**config.mk**
```make
export PLATFORM = sky130hd
export DESIGN_NAME = rng_roll_scheduler
export DESIGN_NICKNAME = d
export VERILOG_FILES = /design/src/rtl/rng_roll_scheduler.sv
export SDC_FILE = /design/constraint.sdc
export NUM_CORES = 1
export LEC_CHECK = 0
export CORE_MARGIN = 2
export CORE_UTILIZATION = 30
export DETAILED_ROUTE_END_ITERATION = 12
export PLACE_DENSITY = 0.45
export SYNTH_ARGS = -nofsm -noshare
export SYNTH_HDL_FRONTEND = slang
export SYNTH_SLANG_ARGS = --single-unit
```
**constraint.sdc**
```tcl
create_clock -name i_clk -period 7.63 [get_ports i_clk]
set_input_delay 2.289 -clock i_clk [delete_from_list [all_inputs] [get_ports i_clk]]
set_output_delay 2.289 -clock i_clk [all_outputs]
set_load 0.02 [all_outputs]
```
**src/rtl/rng_roll_scheduler.sv**
```systemverilog
// rng_roll_scheduler: sequences a decelerating LFSR roll. It issues one-cycle
// step enables whose period doubles every phase, then captures the LFSR value
// as the roll result once the last phase (or an early stop) has finished.
module rng_roll_scheduler #(
  parameter int CNT_W       = 24,
  parameter int PHASE_LEN   = 10000000,
  parameter int BASE_PERIOD = 312500,
  parameter int NUM_PHASES  = 5
) (
  input  logic       i_clk,
  input  logic       i_rst_n,
  input  logic       i_start,
  input  logic       i_stop,
  input  logic [3:0] i_rand,
  output logic       o_step,
  output logic       o_busy,
  output logic [2:0] o_phase,
  output logic [3:0] o_result,
  output logic       o_done
);

  localparam longint unsigned MaxPeriod = 64'(BASE_PERIOD) << (NUM_PHASES - 1);
  localparam longint unsigned CntMax    = (64'd1 << CNT_W) - 64'd1;

  // Reject parameter sets whose longest period or phase length overflow the counters.
  if ((NUM_PHASES < 1) || (NUM_PHASES > 8) || (BASE_PERIOD < 1) || (PHASE_LEN < 1) ||
      (MaxPeriod > CntMax) || (64'(PHASE_LEN) > CntMax)) begin : g_param_check
    $fatal(1, "rng_roll_scheduler: counter width too small or NUM_PHASES out of range");
  end

  typedef enum logic [1:0] {
    S_IDLE   = 2'd0,
    S_RUN    = 2'd1,
    S_FINISH = 2'd2
  } state_t;

  state_t           r_state, w_state_nxt;
  logic [2:0]       r_phase, w_phase_nxt;
  logic [CNT_W-1:0] r_phase_cnt, w_phase_cnt_nxt;
  logic [CNT_W-1:0] r_period_cnt, w_period_cnt_nxt;
  logic [3:0]       r_result, w_result_nxt;
  logic             r_done, w_done_nxt;

  logic [CNT_W-1:0] w_period_last;
  logic             w_phase_end;
  logic             w_period_end;

  assign w_period_last = (CNT_W'(BASE_PERIOD) << r_phase) - CNT_W'(1);
  assign w_phase_end   = (r_phase_cnt == CNT_W'(PHASE_LEN - 1));
  assign w_period_end  = (r_period_cnt == w_period_last);

  // State and counter registers; reset aborts any roll without a done pulse.
  always_ff @(posedge i_clk or negedge i_rst_n) begin
    if (!i_rst_n) begin
      r_state      <= S_IDLE;
      r_phase      <= 3'd0;
      r_phase_cnt  <= {CNT_W{1'b0}};
      r_period_cnt <= {CNT_W{1'b0}};
      r_result     <= 4'd0;
      r_done       <= 1'b0;
    end else begin
      r_state      <= w_state_nxt;
      r_phase      <= w_phase_nxt;
      r_phase_cnt  <= w_phase_cnt_nxt;
      r_period_cnt <= w_period_cnt_nxt;
      r_result     <= w_result_nxt;
      r_done       <= w_done_nxt;
    end
  end

  // Next-state logic: start beats stop, stop beats the phase/period counters.
  always_comb begin
    w_state_nxt      = r_state;
    w_phase_nxt      = r_phase;
    w_phase_cnt_nxt  = r_phase_cnt;
    w_period_cnt_nxt = r_period_cnt;
    w_result_nxt     = r_result;
    w_done_nxt       = 1'b0;
    case (r_state)
      S_IDLE: begin
        if (i_start) begin
          w_state_nxt      = S_RUN;
          w_phase_nxt      = 3'd0;
          w_phase_cnt_nxt  = {CNT_W{1'b0}};
          w_period_cnt_nxt = {CNT_W{1'b0}};
        end else begin
          w_state_nxt = S_IDLE;
        end
      end
      S_RUN: begin
        if (i_start) begin
          w_phase_nxt      = 3'd0;
          w_phase_cnt_nxt  = {CNT_W{1'b0}};
          w_period_cnt_nxt = {CNT_W{1'b0}};
        end else if (i_stop) begin
          w_state_nxt      = S_FINISH;
          w_phase_cnt_nxt  = {CNT_W{1'b0}};
          w_period_cnt_nxt = {CNT_W{1'b0}};
        end else if (w_phase_end) begin
          w_phase_cnt_nxt  = {CNT_W{1'b0}};
          w_period_cnt_nxt = {CNT_W{1'b0}};
          if (r_phase == 3'(NUM_PHASES - 1)) begin
            w_state_nxt = S_FINISH;
          end else begin
            w_phase_nxt = r_phase + 3'd1;
          end
        end else begin
          w_phase_cnt_nxt = r_phase_cnt + CNT_W'(1);
          if (w_period_end) begin
            w_period_cnt_nxt = {CNT_W{1'b0}};
          end else begin
            w_period_cnt_nxt = r_period_cnt + CNT_W'(1);
          end
        end
      end
      S_FINISH: begin
        if (i_start) begin
          w_state_nxt      = S_RUN;
          w_phase_nxt      = 3'd0;
          w_phase_cnt_nxt  = {CNT_W{1'b0}};
          w_period_cnt_nxt = {CNT_W{1'b0}};
        end else begin
          // No steps are issued here, so i_rand is settled for the capture.
          w_state_nxt  = S_IDLE;
          w_phase_nxt  = 3'd0;
          w_result_nxt = i_rand;
          w_done_nxt   = 1'b1;
        end
      end
      default: begin
        w_state_nxt      = S_IDLE;
        w_phase_nxt      = 3'd0;
        w_phase_cnt_nxt  = {CNT_W{1'b0}};
        w_period_cnt_nxt = {CNT_W{1'b0}};
      end
    endcase
  end

  assign o_step   = (r_state == S_RUN) && (r_period_cnt == {CNT_W{1'b0}});
  assign o_busy   = (r_state != S_IDLE);
  assign o_phase  = r_phase;
  assign o_result = r_result;
  assign o_done   = r_done;

endmodule

```
==> flow_summary.rst, run 1 <==
.. list-table::
   :header-rows: 1

   * - Metric
     - Value
   * - H-Tree Level Count
     - 3
   * - Post-layout min period
     - 4.48 ns
   * - Syn Inst Count
     - 470
   * - Total global routing overflow
     - 0
   * - Sequential share of the synthesized area
     - 36.2%
   * - Worst Clk Skew
     - 0.00652 ns
   * - Total negative slack
     - 0 ns
   * - Number of buffers between clock root and the deepest sink
     - 2
   * - Total wirelength of the detailed-routed design
     - 10400 um
   * - Number of buffers added on ports
     - 17
   * - GRT Total Usage
     - around 15%
   * - Maximum VDD drop
     - 0.000131 V
   * - Post-layout util
     - 34.3%
   * - Layout area overhead
     - 12.6%
   * - Hold Startpoint
     - o_result[1]$_DFFE_PN0P_
   * - Clock Pin Slew Worst Setup and Hold Paths
     - 0.05 ns
   * - Pre-CTS worst setup slack
     - 3.04 ns
   * - Hold endpoint
     - o_result[1]$_DFFE_PN0P_
   * - Count of endpoints failing setup in the final report
     - 0
   * - Area taken by multi-input logic gates
     - ~0.0023 mm^2
   * - Die outline height
     - roughly 120 um
   * - Share of layout cells above drive strength 1
     - between 8 and 9%
   * - Unrepaired setup endpoints after global routing
     - no
   * - Synthesized net count
     - 489
   * - First-pass GRT wire length
     - 17500 um
   * - Starting utilization of the core area
     - 30.5%
   * - DRT antenna net count
     - 0
   * - Number of enable-type register cells in the synthesized netlist
     - 0
   * - Total count of max-transition violations in the final report
     - 0
   * - Setup slack, reg-to-reg
     - 3.94 ns
   * - Share of flip-flops with an asynchronous set or reset
     - 100%
   * - Max-slew headroom at the worst pin
     - 39.5%
   * - Source-to-sink clock delay at the later pin of the worst-skew pair
     - 0.33 ns
   * - Overall via count from detail_route
     - between 3000 and 4000
   * - Total power density per cell area
     - 178 mW/mm^2
   * - Synth unique cells
     - 60
   * - Horizontal die dimension
     - 120 um
   * - Yosys synthesis warning count
     - 0
   * - Number of fillers in the final layout
     - between 1000 and 1500
   * - Antenna violations before repair
     - 0
   * - Post-CTS setup-driven buffer insertion count
     - 0
   * - Die area
     - roughly 0.014 mm^2
   * - Post-synthesis average cell area
     - 8.52 um^2
   * - TritonCTS clock tree
     - done
   * - Worst Hold Class
     - reg2reg
   * - Flops & latches, synth
     - 58
   * - Result of the run
     - finished, final reports clean
   * - Worst-case setup margin in the final layout
     - 3.15 ns
   * - Highest clock frequency the design can meet
     - ~220 MHz
   * - Final clock period utilization by the worst path
     - 58.7%
   * - Non-filler instance count after layout
     - approximately 650
   * - Tightest Pin Transition
     - about 0.9 ns
   * - Static leakage power
     - 1.86 nW
   * - Number of cells on the worst reg-to-reg path
     - 12
   * - Beginning of the worst register-to-register path
     - o_phase[0]$_DFFE_PN0P_
   * - Routed via count divided by cell count
     - 5.39
   * - Cells on Worst Hold Path
     - 1
   * - Inserted Clock Buffers
     - 9
   * - Worst reg2reg endpoint
     - r_period_cnt[11]$_DFFE_PN0P_
   * - Nets
     - roughly 480
   * - Site row count
     - 42
   * - Crit start category
     - flop
   * - Top flip-flop cell by instance count after synthesis
     - dfrtp_1
   * - Arrival @ worst endpoint
     - 2.19 ns
   * - Largest net degree at the start of global routing
     - 59
   * - Seq. cell area
     - roughly 0.0015 mm^2
   * - Tightest hold margin
     - roughly 0.5 ns
   * - Routed length per instance
     - 16.2 um
   * - Clock Tree Root
     - clkbuf_16
   * - Most frequent cells in the layout
     - dfrtp_1, nand2_1, nor2_1
   * - Peak fanout along the critical path
     - 7
   * - Startpoint-to-endpoint class of the critical path
     - reg2out
   * - Final GP Congestion
     - 0.795
   * - Core Region
     - 0.0131 mm^2
   * - DR DRC count
     - 0
   * - Count of inserted antenna diode cells
     - 0
   * - Detailed-routing iteration count for the pre-antenna-repair pass
     - 5
   * - Data required time at the worst endpoint
     - 5.34 ns
   * - Count of maximum capacitance violations
     - 0
   * - Number of placed I/O pins
     - 18
   * - Most common cell after layout, fill and taps aside
     - dfrtp_1
   * - Number of cells upsized or downsized after cts
     - 0
   * - Endpoint kind of the worst setup timing path
     - output pin
   * - Mapped Area
     - around 0.004 mm^2
   * - Clock Sinks
     - 58
   * - Number of global-route vias before repair
     - between 3000 and 4000
   * - Violation count after the first detailed-route iteration
     - 239
   * - Detailed placer's ending HPWL
     - 7000 um
   * - Post-Place Cells
     - 630
   * - Final Hold Vio Count
     - 0
   * - Hold-fix buffers, CTS
     - 0
==> sequential cells by signal, indices dropped and copies added, names as in the netlist <==
| register | flops |
|---|---|
| r_state | 2 |
| o_result | 4 |
| o_done | 1 |
| r_period_cnt | 24 |
| r_phase_cnt | 24 |
| o_phase | 3 |
==> report_power, final <==
group          internal, W  switching, W   total, W
Sequential        0.000319     0.0000116   0.000331
Clock             0.000245      0.000138   0.000383
Combinational    0.0000388     0.0000505  0.0000893
Total             0.000603      0.000200   0.000803
==> worst max-delay path by stage <==
stage	start	end	slack (ns)
after global routing	r_state[1]$_DFFE_PN0P_	o_step	3.05
after CTS	r_state[1]$_DFFE_PN0P_	o_step	3.08
after global placement	i_start	r_period_cnt[20]$_DFFE_PN0P_	3.09
after detailed placement	i_start	r_period_cnt[9]$_DFFE_PN0P_	3.04
after floorplan	i_start	r_period_cnt[20]$_DFFE_PN0P_	3.69
final	r_state[1]$_DFFE_PN0P_	o_step	3.15
==> cells in the mapped netlist (all sizes together) (12+ instances only) <==
cell type  count  share of area [%]
nand3         25                3.1
xor2          12                2.6
xnor2         17                3.7
nand2         42                3.9
dfrtp         58                 36
a21oi         13                1.6
clkbuf        27                2.8
nor3          16                2.0
nor2          37                3.5
and3          18                2.9
buf           12                2.5
o21ai         34                4.2
==> final cells by class <==
| cell class | count | share of cell area, % |
|---|---|---|
| clock buffer | 14 | 6.07 |
| clock inverter | 2 | 0.222 |
| inverter | 11 | 0.915 |
| multi-input combinational | 362 | 51.1 |
| sequential | 58 | 32.2 |
| tap | 176 | 4.88 |
| timing repair buffer | 23 | 4.66 |
==> worst max-delay path: stages, from the launching register on <==
cell and delay, ns:
dfrtp_1 0.49, nand2b_1 0.24, nor3_1 0.20, nand4_1 0.15
nor2_1 0.17, clkdlybuf4s50_1 0.62
==> metrics by stage <==
stage          instance area [um^2]  total power (W)
2_1_floorplan                  4010         0.000385
3_3_place_gp                   4230         0.000426
3_5_place_dp                   4230         0.000427
4_1_cts                        4510         0.000817
5_1_grt                        4510         0.000841
6_report                       4510         0.000803
==> routing by layer <==
| metal | vias up | part of all wire, % | track usage [%] |
|---|---|---|---|
| li1 | 1693 | - | - |
| met1 | 1690 | 47 | 21.6 |
| met2 | 85 | 46 | 24.0 |
| met3 | 13 | 5.0 | 2.76 |
| met4 | 0 | 1.6 | 5.51 |
| met5 | - | 0 | 0 |
==> logic make-up (layout without fill, tap and decap cells) <==
| family | Yosys count | after routing | share of synthesized area (%) |
|---|---|---|---|
| adders and majority gates | 11 | 11 | 3.44 |
| xor gates and xnor gates | 29 | 29 | 6.34 |
| DFF | 58 | 58 | 36.2 |
| buffers and inverters | 50 | 50 | 6.31 |
| muxes | 10 | 10 | 2.66 |
| and+or+nand+nor | 205 | 205 | 27.6 |
| AOI/OAI and AO/OA | 107 | 107 | 17.4 |
(Power assumes the default switching activity.)
==> inputs of run 2 (changes only) <==
--- a/config.mk
+++ b/config.mk
@@ -8,7 +8,7 @@
 export CORE_MARGIN = 2
 export CORE_UTILIZATION = 30
 export DETAILED_ROUTE_END_ITERATION = 12
-export PLACE_DENSITY = 0.45
+export PLACE_DENSITY = 0.47
 export SYNTH_ARGS = -nofsm -noshare
 export SYNTH_HDL_FRONTEND = slang
 export SYNTH_SLANG_ARGS = --single-unit
==> constraint.sdc (replaced) <==
create_clock -name i_clk -period 3.7 [get_ports i_clk]
set_input_delay 1.11 -clock i_clk [delete_from_list [all_inputs] [get_ports i_clk]]
set_output_delay 1.11 -clock i_clk [all_outputs]
set_load 0.02 [all_outputs]
==> run 2 against run 1 <==
Cell area increased by 3.7%. Critical path type is now reg2reg. Count of clock-buffer cells in the layout is 2 lower. Clock power grew to 2.6 times the previous value. Clock skew hardly changed.
==> flow_summary.rst, run 2 (same netlist as run 1, synthesis figures left out) <==
.. list-table::
   :header-rows: 1

   * - Metric
     - Value
   * - Die area
     - 0.0143 mm^2 (unchanged)
   * - Overall via count from detail_route
     - 3502 (was 3481)
   * - Result of the run
     - finished, final reports clean (unchanged)
   * - Arrival @ worst endpoint
     - 3.48 ns (was 2.19 ns)
   * - Clock Sinks
     - 58 (unchanged)
   * - Crit start category
     - flop (unchanged)
   * - Slowest Stage Delay on Critical Path
     - 0.51 ns (was 0.62 ns)
   * - Routed via count divided by cell count
     - 5.31 (was 5.39)
   * - Source-to-sink clock delay at the later pin of the worst-skew pair
     - 0.33 ns (about the same)
   * - Endpoint kind of the worst setup timing path
     - flop (was output pin)
   * - Unrepaired setup endpoints after global routing
     - no (unchanged)
   * - Worst Clk Skew
     - 0.00667 ns (was 0.00652 ns)
   * - Crit-path leading delay family
     - simple AND/OR/NAND/NOR gates (unchanged)
   * - Number of fillers in the final layout
     - 1365 (was 1422)
   * - Total negative slack
     - 0 ns (unchanged)
   * - Final Hold Vio Count
     - 0 (unchanged)
   * - Clock Pin Slew Worst Setup and Hold Paths
     - 0.05 ns (about the same)
   * - Total global routing overflow
     - 0 (unchanged)
   * - Largest net degree at the start of global routing
     - 23 (was 59)
   * - Worst Hold Class
     - reg2reg (unchanged)
   * - Post-layout min period
     - 3.27 ns
   * - Total power density per cell area
     - 398 mW/mm^2 (was 178 mW/mm^2)
   * - Number of global-route vias before repair
     - 3522 (was 3327)
   * - Max-slew headroom at the worst pin
     - 59.7% (was 39.5%)
   * - Most frequent cells in the layout
     - dfrtp_1, nand2_1, nor2_1 (unchanged)
   * - Startpoint-to-endpoint class of the critical path
     - reg2reg (was reg2out)
   * - Final GP Congestion
     - 0.801 (was 0.795)
   * - Starting utilization of the core area
     - 30.5% (unchanged)
   * - Count of maximum capacitance violations
     - 0 (unchanged)
   * - Die outline height
     - 120 um (unchanged)
   * - Total wirelength of the detailed-routed design
     - 10700 um (was 10400 um)
   * - Number of cells upsized or downsized after cts
     - 0 (unchanged)
   * - Tightest Pin Transition
     - 0.604 ns (was 0.899 ns)
   * - Seq. cell area
     - 0.00145 mm^2 (unchanged)
   * - Total count of max-transition violations in the final report
     - 0 (unchanged)
   * - Sum of buffers and inverters on the critical path
     - 2 (was 1)
   * - Detailed placer's ending HPWL
     - 7660 um (was 7000 um)
   * - Site row count
     - 42 (unchanged)
   * - Horizontal die dimension
     - 120 um (unchanged)
   * - First-pass GRT wire length
     - 18500 um (was 17500 um)
   * - TritonCTS clock tree
     - done (unchanged)
   * - Most common cell after layout, fill and taps aside
     - dfrtp_1 (unchanged)
   * - Inserted Clock Buffers
     - 9 (unchanged)
   * - Count of inserted antenna diode cells
     - 0 (unchanged)
   * - Maximum VDD drop
     - 0.000213 V (was 0.000131 V)
   * - Antenna violations before repair
     - 0 (unchanged)
   * - Number of buffers between clock root and the deepest sink
     - 2 (unchanged)
   * - Peak fanout along the critical path
     - 14 (was 7)
   * - Routed length per instance
     - 16.2 um (about the same)
   * - Final clock period utilization by the worst path
     - 88.4%
   * - Layout area overhead
     - 16.8% (was 12.6%)
   * - Hold-fix buffers, CTS
     - 0 (unchanged)
   * - Detailed-routing iteration count for the pre-antenna-repair pass
     - 4 (was 5)
   * - Data required time at the worst endpoint
     - 3.91 ns (was 5.34 ns)
   * - Number of placed I/O pins
     - 18 (unchanged)
   * - Nets
     - 497 (was 484)
   * - Critical path cell sequence
     - inv_1 > ha_1 > nand2b_1 > ha_1 > xnor2_1 > xnor2_1 > nand3_1 > or4_4 > nor4b_4 > buf_4 > nor2_1 > a211o_1 (was nand2b_1 > nor3_1 > nand4_1 > nor2_1 > clkdlybuf4s50_1)
   * - Violation count after the first detailed-route iteration
     - 186 (was 239)
   * - Cell at the slowest stage of the critical path
     - or4_4 (was clkdlybuf4s50_1)
   * - H-Tree Level Count
     - 3 (unchanged)
   * - DR DRC count
     - 0 (unchanged)
   * - Core Region
     - 0.0131 mm^2 (unchanged)
   * - Count of endpoints failing setup in the final report
     - 0 (unchanged)
   * - DRT antenna net count
     - 0 (unchanged)
   * - Post-layout util
     - 35.6% (was 34.3%)
   * - Clock Tree Root
     - clkbuf_16 (unchanged)
   * - Number of buffers added on ports
     - 17 (unchanged)
   * - Static leakage power
     - 1.95 nW (was 1.86 nW)
   * - Post-CTS setup-driven buffer insertion count
     - 0 (unchanged)
   * - GRT Total Usage
     - 16.4% (was 15.5%)
   * - Highest clock frequency the design can meet
     - 306 MHz
   * - Area taken by multi-input logic gates
     - 0.00230 mm^2 (unchanged)
   * - Share of layout cells above drive strength 1
     - 10.8% (was 8.09%)
run 2: cell type report:
cell class / instances / share of cell area (%)
Tap cell: 176 / 4.71
Inverter: 11 / 0.883
Clock buffer: 12 / 5.48
Clock inverter: 4 / 2.09
Multi-Input combinational cell: 362 / 49.2
Timing Repair Buffer: 36 / 6.58
Sequential cell: 58 / 31.0
run 2: per-layer routing:
metal  part of all wire, %  wire [um]  vias to the layer above  GRT usage, %
li1                      -          -                     1719             -
met1                    50       5400                     1724          23.2
met2                    46       4900                       46          24.8
met3                   2.4        262                       13          3.33
met4                   1.4        148                        0          6.25
met5                     0          0                        -             0
run 2: worst paths after layout:
kind	startpoint	endpoint	slack, ns	cells past startpoint
setup / recovery	o_phase[0]$_DFFE_PN0P_	r_period_cnt[18]$_DFFE_PN0P_	0.43	12
hold / removal	o_result[2]$_DFFE_PN0P_	o_result[2]$_DFFE_PN0P_	0.50	1
setup reg to reg	o_phase[0]$_DFFE_PN0P_	r_period_cnt[18]$_DFFE_PN0P_	0.43	12
hold reg to reg	o_result[2]$_DFFE_PN0P_	o_result[2]$_DFFE_PN0P_	0.50	1
max in group asynchronous	i_rst_n	r_phase_cnt[11]$_DFFE_PN0P_	2.25	2
min in group asynchronous	i_rst_n	r_period_cnt[8]$_DFFE_PN0P_	0.75	1
run 2: where the power goes:
part	switching [W]	internal, W	total [W]
registers	0.0000219	0.000658	0.000680
logic	0.000106	0.0000860	0.000192
clock network	0.000297	0.000694	0.000991
run 2: through the flow:
stage	setup WS, ns	std cells	hold WS [ns]	total power [W]	instance area, um^2
2_1_floorplan	0.576	470	0.458	0.000795	4010
3_3_place_gp	0.334	643	0.489	0.000885	4320
3_5_place_dp	0.336	643	0.489	0.000886	4320
4_1_cts	0.394	659	0.500	0.00189	4680
5_1_grt	0.181	659	0.516	0.00194	4680
6_report	0.431	659	0.501	0.00186	4680
